File: src/rtl/cursor_report_sched.sv
// cursor_report_sched: integrates signed cursor deltas and emits one clamped
// relative-motion/button report per interval over valid/ready, honoring the safety tier.
module cursor_report_sched #(
    parameter int PERIOD = 50000,
    parameter int ACC_W  = 12,
    parameter int RMAX   = 127
) (
    input  logic       clk,
    input  logic       rst,
    input  logic       en,
    input  logic       sample_valid,
    input  logic [7:0] dx_in,
    input  logic [7:0] dy_in,
    input  logic [1:0] tier,
    input  logic       click_req,
    output logic       rpt_valid,
    input  logic       rpt_ready,
    output logic [7:0] rpt_dx,
    output logic [7:0] rpt_dy,
    output logic       rpt_btn,
    output logic [7:0] ovf_cnt
);
    localparam int CW = $clog2(PERIOD);
    localparam logic ACCUM = 1'b0;
    localparam logic SEND  = 1'b1;
    localparam logic signed [ACC_W:0]   SMAX = (ACC_W+1)'(2 ** (ACC_W - 1) - 1);
    localparam logic signed [ACC_W-1:0] RLIM = ACC_W'(RMAX);

    function automatic logic signed [ACC_W-1:0] sat_add(input logic signed [ACC_W-1:0] a,
                                                        input logic [7:0] d);
        logic signed [ACC_W:0] s;
        s = {a[ACC_W-1], a} + {{(ACC_W-7){d[7]}}, d};
        return s > SMAX ? ACC_W'(SMAX) : s < -SMAX ? ACC_W'(-SMAX) : s[ACC_W-1:0];
    endfunction

    function automatic logic [7:0] clamp(input logic signed [ACC_W-1:0] a);
        return a > RLIM ? 8'(RMAX) : a < -RLIM ? 8'(-RMAX) : a[7:0];
    endfunction

    logic [CW-1:0]           cnt_q, cnt_d;
    logic                    state_q, state_d;
    logic signed [ACC_W-1:0] accx_q, accx_d, accy_q, accy_d;
    logic                    click_pend_q, click_pend_d, release_due_q, release_due_d;
    logic [7:0]              rpt_dx_q, rpt_dx_d, rpt_dy_q, rpt_dy_d, ovf_q, ovf_d;
    logic                    rpt_btn_q, rpt_btn_d;
    logic                    lock, samp, tick, click_e, load;
    logic signed [ACC_W-1:0] accx_e, accy_e;
    logic [7:0]              sx, sy;

    always_comb begin
        lock    = tier >= 2'd2;
        samp    = sample_valid & en & ~lock;
        tick    = cnt_q == CW'(PERIOD - 1);
        // Under lockout the registered accumulators may still hold motion for one cycle; mask it.
        accx_e  = lock ? '0 : accx_q;
        accy_e  = lock ? '0 : accy_q;
        click_e = click_pend_q & ~lock;
        load    = tick & (state_q == ACCUM) & ((accx_e != 0) | (accy_e != 0) | click_e | release_due_q);
        sx      = clamp(accx_e);
        sy      = clamp(accy_e);
        cnt_d   = tick ? '0 : CW'(cnt_q + 1'b1);
        accx_d  = lock ? '0 : sat_add(accx_q - (load ? {{(ACC_W-8){sx[7]}}, sx} : '0), samp ? dx_in : 8'd0);
        accy_d  = lock ? '0 : sat_add(accy_q - (load ? {{(ACC_W-8){sy[7]}}, sy} : '0), samp ? dy_in : 8'd0);
        click_pend_d  = ~lock & (click_req | (click_pend_q & ~load));
        release_due_d = load ? click_e : release_due_q;
        rpt_dx_d  = load ? sx : rpt_dx_q;
        rpt_dy_d  = load ? sy : rpt_dy_q;
        rpt_btn_d = load ? click_e : rpt_btn_q;
        state_d   = state_q == ACCUM ? (load ? SEND : ACCUM) : (rpt_ready ? ACCUM : SEND);
        ovf_d     = (tick & (state_q == SEND) & (ovf_q != 8'hFF)) ? ovf_q + 8'd1 : ovf_q;
    end

    always_ff @(posedge clk or posedge rst) begin
        if (rst) begin
            cnt_q         <= '0;
            state_q       <= ACCUM;
            accx_q        <= '0;
            accy_q        <= '0;
            click_pend_q  <= 1'b0;
            release_due_q <= 1'b0;
            rpt_dx_q      <= '0;
            rpt_dy_q      <= '0;
            rpt_btn_q     <= 1'b0;
            ovf_q         <= '0;
        end else begin
            cnt_q         <= cnt_d;
            state_q       <= state_d;
            accx_q        <= accx_d;
            accy_q        <= accy_d;
            click_pend_q  <= click_pend_d;
            release_due_q <= release_due_d;
            rpt_dx_q      <= rpt_dx_d;
            rpt_dy_q      <= rpt_dy_d;
            rpt_btn_q     <= rpt_btn_d;
            ovf_q         <= ovf_d;
        end
    end

    assign rpt_valid = state_q == SEND;
    assign rpt_dx    = rpt_dx_q;
    assign rpt_dy    = rpt_dy_q;
    assign rpt_btn   = rpt_btn_q;
    assign ovf_cnt   = ovf_q;
endmodule

File: config.mk
export PLATFORM = sky130hd
export DESIGN_NAME = cursor_report_sched
export DESIGN_NICKNAME = d
export VERILOG_FILES = /design/src/rtl/cursor_report_sched.sv
export SDC_FILE = /design/constraint.sdc
export NUM_CORES = 1
export LEC_CHECK = 0
export ABC_AREA = 1
export ABC_CLOCK_PERIOD_IN_PS = 8000
export BUFFER_PORTS_ARGS = -buffer_cell sky130_fd_sc_hd__buf_2
export CORE_UTILIZATION = 33
export CTS_CLUSTER_SIZE = 16
export DETAILED_ROUTE_END_ITERATION = 10
export SLEW_MARGIN = 20
export SYNTH_ARGS = -nofsm -noshare
export SYNTH_HDL_FRONTEND = slang
export SYNTH_SLANG_ARGS = --single-unit
export TNS_END_PERCENT = 50
File: constraint.sdc
create_clock -name clk -period 8 [get_ports clk]
set_clock_uncertainty 0.05 [all_clocks]
set_input_delay 1.6 -clock clk [delete_from_list [all_inputs] [get_ports clk]]
set_output_delay 1.6 -clock clk [all_outputs]
set_load 0.02 [all_outputs]
==> flow_summary.yaml, run 1 <==
floorplan:
  die_area_mm2: 0.0176
  pin_count: 50
  std_cell_rows: 47
  chipWidth_um: 133
  coreArea_mm2: 0.0166
  start_util_pct: 33.8
  die_height_um: 133
yosys:
  synth_nets: 894
  yosysWarnings: 0
  syn_area_mm2: 0.00563
  synth_cells: 817
  synth-main-ff-cell: "dfrtp_1"
  synth_edf_count: 0
  async_reset_ff_share_pct: 100
  synth.distinct_cells: 47
  syn_area_per_cell_um2: 6.89
  ys_ff_latch: 67
  synth_seq_area_share_pct: 29.8
final_layout:
  area_growth_pct: 14.3
  fill_cells: 1797
  nets: 949
  diodes: 0
  fin_cells: 1097
  final_common_cell: "nand2_1"
  drive_above_1_share_pct: 10.7
  layout_common_cells: "nand2_1 (210), inv_1 (134), nor2_1 (102)"
  ff_latch_area_mm2: 0.00168
  multiInputGateArea_mm2: 0.00339
clocking:
  clk_path_buf_depth: 2
  cts_hold_buf: 0
  clock-sinks: 67
  h-tree-depth: 3
  cts_resized: 0
  cts_root_buffer: "clkbuf_16"
  cts_tree: "built"
  numCtsBuffers: 9
  clk_pin_slew_ps: 50
  clk-insertion-delay-late_ps: 330
  post_cts_buffers: 0
sta:
  finalCriticalPeriod_ps: 6520
  hold_viol: 0
  drv_slew: 0
  min_period_over_period_pct: 81.5
  slew_headroom_pct: 43.9
  setup_tns_ps: 0
  worstMarginPinSlew_ps: 842
  finalSetupViolations: 0
  rsz0062_at_grt: "false"
  fmax_ghz: 0.153
job:
  maxCapViolCount: 0
critical_path:
  cp_max_fo: 24
  setup.worst_path.start_class: "primary input"
  r2r_slack_ps: 3030
  crit_type: "in -> reg"
  cp_slowest_cell: "fa_1"
  critical_path.max_stage_delay_ps: 430
  crit_required_ps: 8210
  crit_arrival_ps: 6730
  end_kind: "flip-flop"
  crit_path_frequent_cell: "nor2_1"
routing:
  drt_first_pass_iters: 4
  routed_wl_mm: 13.1
  wire_per_inst_um: 11.9
  route.detailed.drc: 0
  via_per_inst: 4.54
  via_count: 4984
  ant_nets: 0
  drt_first_iter_violations: 199
power:
  powerDensity_mw_per_mm2: 349
  vdd_drop_max_v: 0.000116
  p_leak_nw: 3.65
  report.power.total_mw: 2.24
min_path:
  min_path_type: "reg -> reg"
place:
  dp.cells: 1081
  dpl.hpwl_mm: 10.4
  globalplace.congestion: 0.843
  numPortBuffers: 48
grt:
  grt_pass1_wl_mm: 22.6
  overflow: 0
  antenna_found_initial: 0
  grt_usage_pct: 16.1
  grt_max_degree: 68
  grt_pass1_vias: 4804
outcome:
  outcome: "finished, final reports clean"
==> metal layers <==
layer  GRT usage [%]  vias to the layer above  part of all wire, %
li1                -                     2738                    -
met1            23.1                     2162                   53
met2            24.5                       68                   43
met3            1.92                       16                  2.5
met4            6.19                        0                  1.4
met5               0                        -                    0
==> final timing paths <==
path	start	depth (start not counted)	to
max	tier[1]	27	accx_q[6]
min	cnt_q[0]	1	cnt_q[0]
max reg2reg	cnt_q[0]	31	accy_q[1]
min reg2reg	cnt_q[0]	1	cnt_q[0]
max in group asynchronous	rst	3	accy_q[4]
min in group asynchronous	rst	3	rpt_dx[6]
==> through the flow <==
step	hold slack [ps]	util (%)	worst slack [ps]	area, µm²
5_1_grt	442	38.7	1030	6430
3_3_place_gp	403	36.8	1180	6120
2_1_floorplan	383	-	2560	5630
4_1_cts	420	38.7	1520	6430
3_5_place_dp	412	36.8	1170	6120
6_report	414	38.7	1480	6430
==> cells in the mapped netlist (4+ instances only) <==
cell type	number	area, µm²
a21oi_1	54	270
nor2_1	102	383
nand2_2	4	25.0
inv_1	135	507
o21ai_0	21	105
dfrtp_1	67	1680
nor3_1	10	50.1
xor2_1	19	166
ha_1	49	613
o21ai_2	4	35.0
o21ai_1	7	35.0
xnor2_1	17	149
nand3b_1	4	30.0
nor3_2	4	40.0
nor4_1	5	31.3
fa_1	4	80.1
nand4_1	16	100
nand2_1	210	788
nand3_1	44	220
==> report_power, final <==
part	total (mW)	switching (mW)	internal, mW
sequential	0.427	0.0349	0.392
combinational	1.41	0.901	0.507
clock	0.408	0.143	0.265
==> critical path, delay by kind of cell <==
kind | cells | cell delay [ps]
AO/OA/AOI/OAI | 5 | 1010
XOR/XNOR | 2 | 550
adder cells (fa/ha/maj) | 3 | 990
buffers and inverters | 4 | 930
AND/OR/NAND/NOR | 13 | 1650
==> flip-flops by register name, summed over array words and instances (netlist names) <==
signal / cells
accx_q: 12
ovf_cnt: 8
rpt_valid: 1
accy_q: 12
rpt_dy: 8
rpt_dx: 8
cnt_q: 16
click_pend_q: 1
rpt_btn: 1
==> layout make-up <==
type	count	share of cell area [%]
inverters	139	8.17
flip-flops and latches	67	26.1
well taps	220	4.28
clock inverters	4	0.739
multi-input cells	606	52.8
repair buffers	49	3.85
clock buffers	12	4.14
==> cell families (layout without fill, tap and decap cells) <==
group                      Yosys count  in the layout  share of synthesized area (%)
AOI/OAI and AO/OA                  107            107                           10.8
xor gates and xnor gates            37             37                           5.89
adders and majority gates           53             53                           12.3
buffers and inverters              144            204                           9.90
DFF                                 67             67                           29.8
muxes                                1              1                          0.200
and+or+nand+nor                    408            408                           31.1
Power figures use the tool's default switching activity.
==> run 2: changes to the inputs <==
- ABC_CLOCK_PERIOD_IN_PS: 8000 -> 5700
- clock period: 8 -> 5.7 ns (I/O delays scaled with it)
==> run 2 against run 1 <==
  * Cell area is 2.4% higher
  * Global-route usage is 0.26 points lower
  * Worst setup slack worse by 1100 ps
  * Via count is 1.5% higher
  * Non-clock buffer count is 19 higher
  * First-iteration DRC count is 7.5% lower
  * Die area stayed put
  * Sequential power is 41% higher
  * Total power is 45% higher
  * Critical endpoint is now accx_q[5]
  * Largest power group unchanged
==> flow_summary.yaml, run 2 (synthesized netlist as in run 1, its figures left out) <==
grt:
  antenna_found_initial: 0
  grt_pass1_vias: 4777
  grt_max_degree: 68
  overflow: 0
  grt_usage_pct: 15.8
  grt_pass1_wl_mm: 22.4
clocking:
  h-tree-depth: 3
  post_cts_buffers: 0
  numCtsBuffers: 9
  clk_path_buf_depth: 2
  clk_pin_slew_ps: 50
  cts_resized: 0
  cts_tree: "built"
  cts_root_buffer: "clkbuf_16"
  cts_hold_buf: 0
  clk-insertion-delay-late_ps: 330
  clock-sinks: 67
routing:
  route.detailed.drc: 0
  wire_per_inst_um: 11.8
  wl_met1_mm: 7.20
  dr.max_layer_used: "met4"
  via_per_inst: 4.53
  ant_nets: 0
  drt_first_iter_violations: 184
  wl_met2_mm: 5.51
  drt_first_pass_iters: 4
  via_count: 5060
  routed_wl_mm: 13.2
  route.met3.wl_um: 283
sta:
  rsz0062_at_grt: "false"
  drv_slew: 0
  setup_ws_ps: 421
  finalCriticalPeriod_ps: 5280
  min_period_over_period_pct: 92.6
  finalSetupViolations: 0
  worstMarginPinSlew_ps: 829
  fmax_ghz: 0.189
  hold_viol: 0
  setup_tns_ps: 0
  slew_headroom_pct: 44.7
  holdWs_ps: 418
critical_path:
  cp_slowest_cell: "ha_1"
  crit_type: "in -> reg"
  end_kind: "flip-flop"
  r2r-start: "cnt_q[0]"
  crit_arrival_ps: 5450
  rr_endpoint: "accx_q[5]"
  r2r_cells: 30
  setup.worst_path.start_class: "primary input"
  crit_path_frequent_cell: "a21oi_1"
  critical_path.max_stage_delay_ps: 300
  cp_max_fo: 8
  r2r_slack_ps: 810
  crit_required_ps: 5870
floorplan:
  start_util_pct: 33.8
  die_height_um: 133
  pin_count: 50
  std_cell_rows: 47
  coreArea_mm2: 0.0166
  chipWidth_um: 133
  die_area_mm2: 0.0176
final_layout:
  final_cell_area_mm2: 0.00658
  nets: 968
  fill_cells: 1793
  largest_reg_flops: 16
  layout_common_cells: "nand2_1 (210), inv_1 (134), nor2_1 (102)"
  area_growth_pct: 17.0
  diodes: 0
  drive_above_1_share_pct: 12.4
  top_register: "cnt_q"
  final_common_cell: "nand2_1"
  fin_cells: 1116
  top_regs: "cnt_q x16, accx_q x12, accy_q x12"
  utilization_pct: 39.6
min_path:
  min_path_type: "reg -> reg"
  min_from: "cnt_q[0]"
  holdPathEnd: "cnt_q[0]"
  hold_depth: 1
job:
  maxCapViolCount: 0
place:
  place_ws_ps: 53.7
  numPortBuffers: 48
  postPlaceCellArea_mm2: 0.00626
  dpl.hpwl_mm: 10.7
  dp.cells: 1100
  globalplace.congestion: 0.835
power:
  p_leak_nw: 3.75
  powerDensity_mw_per_mm2: 494
  vdd_drop_max_v: 0.000177
  report.power.total_mw: 3.25
outcome:
  outcome: "finished, final reports clean"
run 2: cell count changes in the layout (fill, tap and decap cells not counted):
cell,change
bufinv_16,+1
o21ai_0,-1
inv_2,-1
o21ai_1,+1
inv_4,+1
clkbuf_1,+2
clkinv_4,+1
buf_4,+19
clkinvlp_4,-1
clkinv_2,-1
clkbuf_8,-2
run 2: critical path: cells and delay by family:
kind / cells / cell delay [ps]
compound gates: 8 / 1430
xor+xnor: 2 / 330
fa+ha+maj: 2 / 580
buf+inv: 8 / 1010
simple gates: 10 / 960
run 2: how the worst max path moves through the flow:
stage	cells past startpoint	to	startpoint
2_1_floorplan	24	accx_q[6]	tier[1]
3_3_place_gp	31	accx_q[6]	tier[1]
3_5_place_dp	31	accx_q[5]	tier[1]
4_1_cts	31	accx_q[5]	tier[1]
5_1_grt	32	accy_q[1]	tier[1]
6_report	30	accx_q[5]	tier[1]
run 2: area by class of cell:
class	instances	area [µm²]	share of cell area (%)
repair buffers	68	390	5.93
well taps	220	275	4.18
inverters	139	528	8.02
multi-input cells	606	3390	51.5
clock inverters	4	73.8	1.12
clock buffers	12	246	3.74
flip-flops and latches	67	1680	25.5
run 2: power breakdown:
part           total [mW]  internal (mW)  switching, mW  leakage [nW]
clock network       0.599          0.395          0.204         0.157
registers           0.601          0.551         0.0508         0.898
logic                2.05          0.781           1.27          2.69
run 2: routing by layer:
metal  GRT usage, %  vias to the layer above
met5              0                        -
met4           4.92                        0
met3           2.22                       18
met2           24.1                       68
met1           22.9                     2203
li1               -                     2771
==> run 3: changes to the inputs <==
- CORE_ASPECT_RATIO: default -> 0.75
- MAX_ROUTING_LAYER: default -> met4
==> run 3 against run 2 <==
  * Core utilization rose by 0.73 points
  * First-iteration DRC count grew 59%
  * Hold slack got worse by 7.9 ps
  * Routed wire length rose by 3.9%
  * Sequential power about the same
  * Cell area down 0.15%
  * Critical path depth decreased by 2
  * Non-clock buffer count up 3
  * Global-route usage grew 1.2 points
==> flow_summary.yaml, run 3 (synthesized netlist as in run 1, its figures left out) <==
critical_path:
  crit_required_ps: 5890
  crit_end: "accy_q[8]"
  cp_max_fo: 11
  crit_arrival_ps: 5470
  r2r_slack_ps: 870
  r2r-start: "cnt_q[0]"
  end_kind: "flip-flop"
  crit_start: "tier[1]"
  rr_endpoint: "accx_q[2]"
  crit_type: "in -> reg"
  r2r_cells: 31
  setup.worst_path.start_class: "primary input"
place:
  dp.cells: 1093
  place_ws_ps: 9.13
  dpl.hpwl_mm: 11.3
  numPortBuffers: 48
  globalplace.congestion: 0.861
clocking:
  clock-sinks: 67
  clk-insertion-delay-late_ps: 330
  clk_pin_slew_ps: 60
  clk_path_buf_depth: 2
  cts_root_buffer: "clkbuf_16"
  numCtsBuffers: 9
  cts_tree: "built"
  h-tree-depth: 3
  post_cts_buffers: 0
power:
  vdd_drop_max_v: 0.000449
  p_leak_nw: 3.73
  report.power.total_mw: 3.23
  powerDensity_mw_per_mm2: 491
final_layout:
  diodes: 0
  top_regs: "cnt_q x16, accx_q x12, accy_q x12"
  drive_above_1_share_pct: 13.4
  fin_cells: 1108
  utilization_pct: 40.3
  layout_common_cells: "nand2_1 (209), inv_1 (134), nor2_1 (102)"
  nets: 971
  area_growth_pct: 16.8
  top_register: "cnt_q"
  final_common_cell: "nand2_1"
  largest_reg_flops: 16
grt:
  overflow: 0
  met1_usage_pct: 24.4
  grt_pass1_wl_mm: 23.2
  grt_usage_pct: 17.0
  met2_usage_pct: 25.4
  grt-busiest-layer: "met2"
  grt_pass1_vias: 4871
  met3_usage_pct: 2.49
  antenna_found_initial: 0
  grt_max_degree: 68
sta:
  finalSetupViolations: 0
  slew_headroom_pct: 42.6
  hold_viol: 0
  worstMarginPinSlew_ps: 861
  setup_tns_ps: 0
  drv_slew: 0
  fmax_ghz: 0.190
  finalCriticalPeriod_ps: 5280
  min_period_over_period_pct: 92.6
  rsz0062_at_grt: "false"
  setup_ws_ps: 424
routing:
  ant_nets: 0
  drt_first_pass_iters: 7
  route.detailed.drc: 0
  drt_first_iter_violations: 292
  via_per_inst: 4.65
  routed_wl_mm: 13.7
  via_count: 5153
  wire_per_inst_um: 12.4
floorplan:
  start_util_pct: 34.5
  die_height_um: 115
  pin_count: 50
  chipWidth_um: 153
  coreArea_mm2: 0.0163
  die_area_mm2: 0.0176
  std_cell_rows: 40
outcome:
  outcome: "finished, final reports clean"
job:
  maxCapViolCount: 0
min_path:
  min_from: "cnt_q[0]"
  min_path_type: "reg -> reg"
run 3: cell count changes in the layout (fill, tap and decap cells not counted), moves of 2 or more:
cell / delta
clkinvlp_4: +3
buf_4: +3
clkbuf_1: -2
bufinv_16: -2
run 3: worst max-delay path, stage by stage:
cell and delay, ps:
buf_2 170, buf_4 230, nor2_2 80, nor3_2 120, nand3_1 130, a21oi_1 180
nand3_2 130, nand2_4 110, or2_1 140, inv_1 50, ha_1 200, fa_1 450
o21ai_1 240, nand2_1 80, o211a_1 140, o21ai_0 160, a21oi_1 100, xnor2_1 130
ha_1 370, inv_1 70, nor3_1 160, nand2_1 80, nand3_1 110, xor2_2 210
inv_1 70, nand2_2 130, nand2_2 110, a21oi_1 170
run 3: per-stage QoR:
step | hold slack [ps] | instance area [µm²]
global placement | 405 | 6270
floorplan | 383 | 5630
global route | 429 | 6570
finish | 410 | 6570
detailed placement | 404 | 6270
CTS | 412 | 6550
run 3: report_power, final:
part	total [mW]	switching, mW	internal, mW
clock	0.512	0.207	0.305
sequential	0.599	0.0483	0.550
combinational	2.12	1.30	0.815
run 3: layer usage:
metal,wire length (µm),vias up,share of wire (%)
met2,5590,76,41
met5,0,-,0
met3,492,8,3.6
li1,-,2771,-
met1,7550,2298,55
met4,75,0,0.55
run 3: how the worst min path moves through the flow:
stage	cells after the start	end	slack, ps
floorplan	1	cnt_q[0]	380
global placement	1	cnt_q[0]	400
detailed placement	1	cnt_q[0]	400
CTS	1	cnt_q[0]	410
global route	1	cnt_q[0]	430
finish	1	cnt_q[0]	410
run 3: timing repair:
| action | in CTS | in global routing |
|---|---|---|
| gates resized for setup | 0 | 8 |
| endpoints found under the hold margin | 0 | 0 |
| endpoints found under the setup margin | 0 | 22 |
| hold buffers | 0 | 0 |
run 3: layout make-up:
class | count | area [µm²]
Clock buffer | 10 | 239
Tap cell | 210 | 263
Clock inverter | 5 | 40.0
Timing Repair Buffer | 71 | 413
Multi-Input combinational cell | 606 | 3420
Inverter | 139 | 526
Sequential cell | 67 | 1680
Fill cell | 1776 | 9740
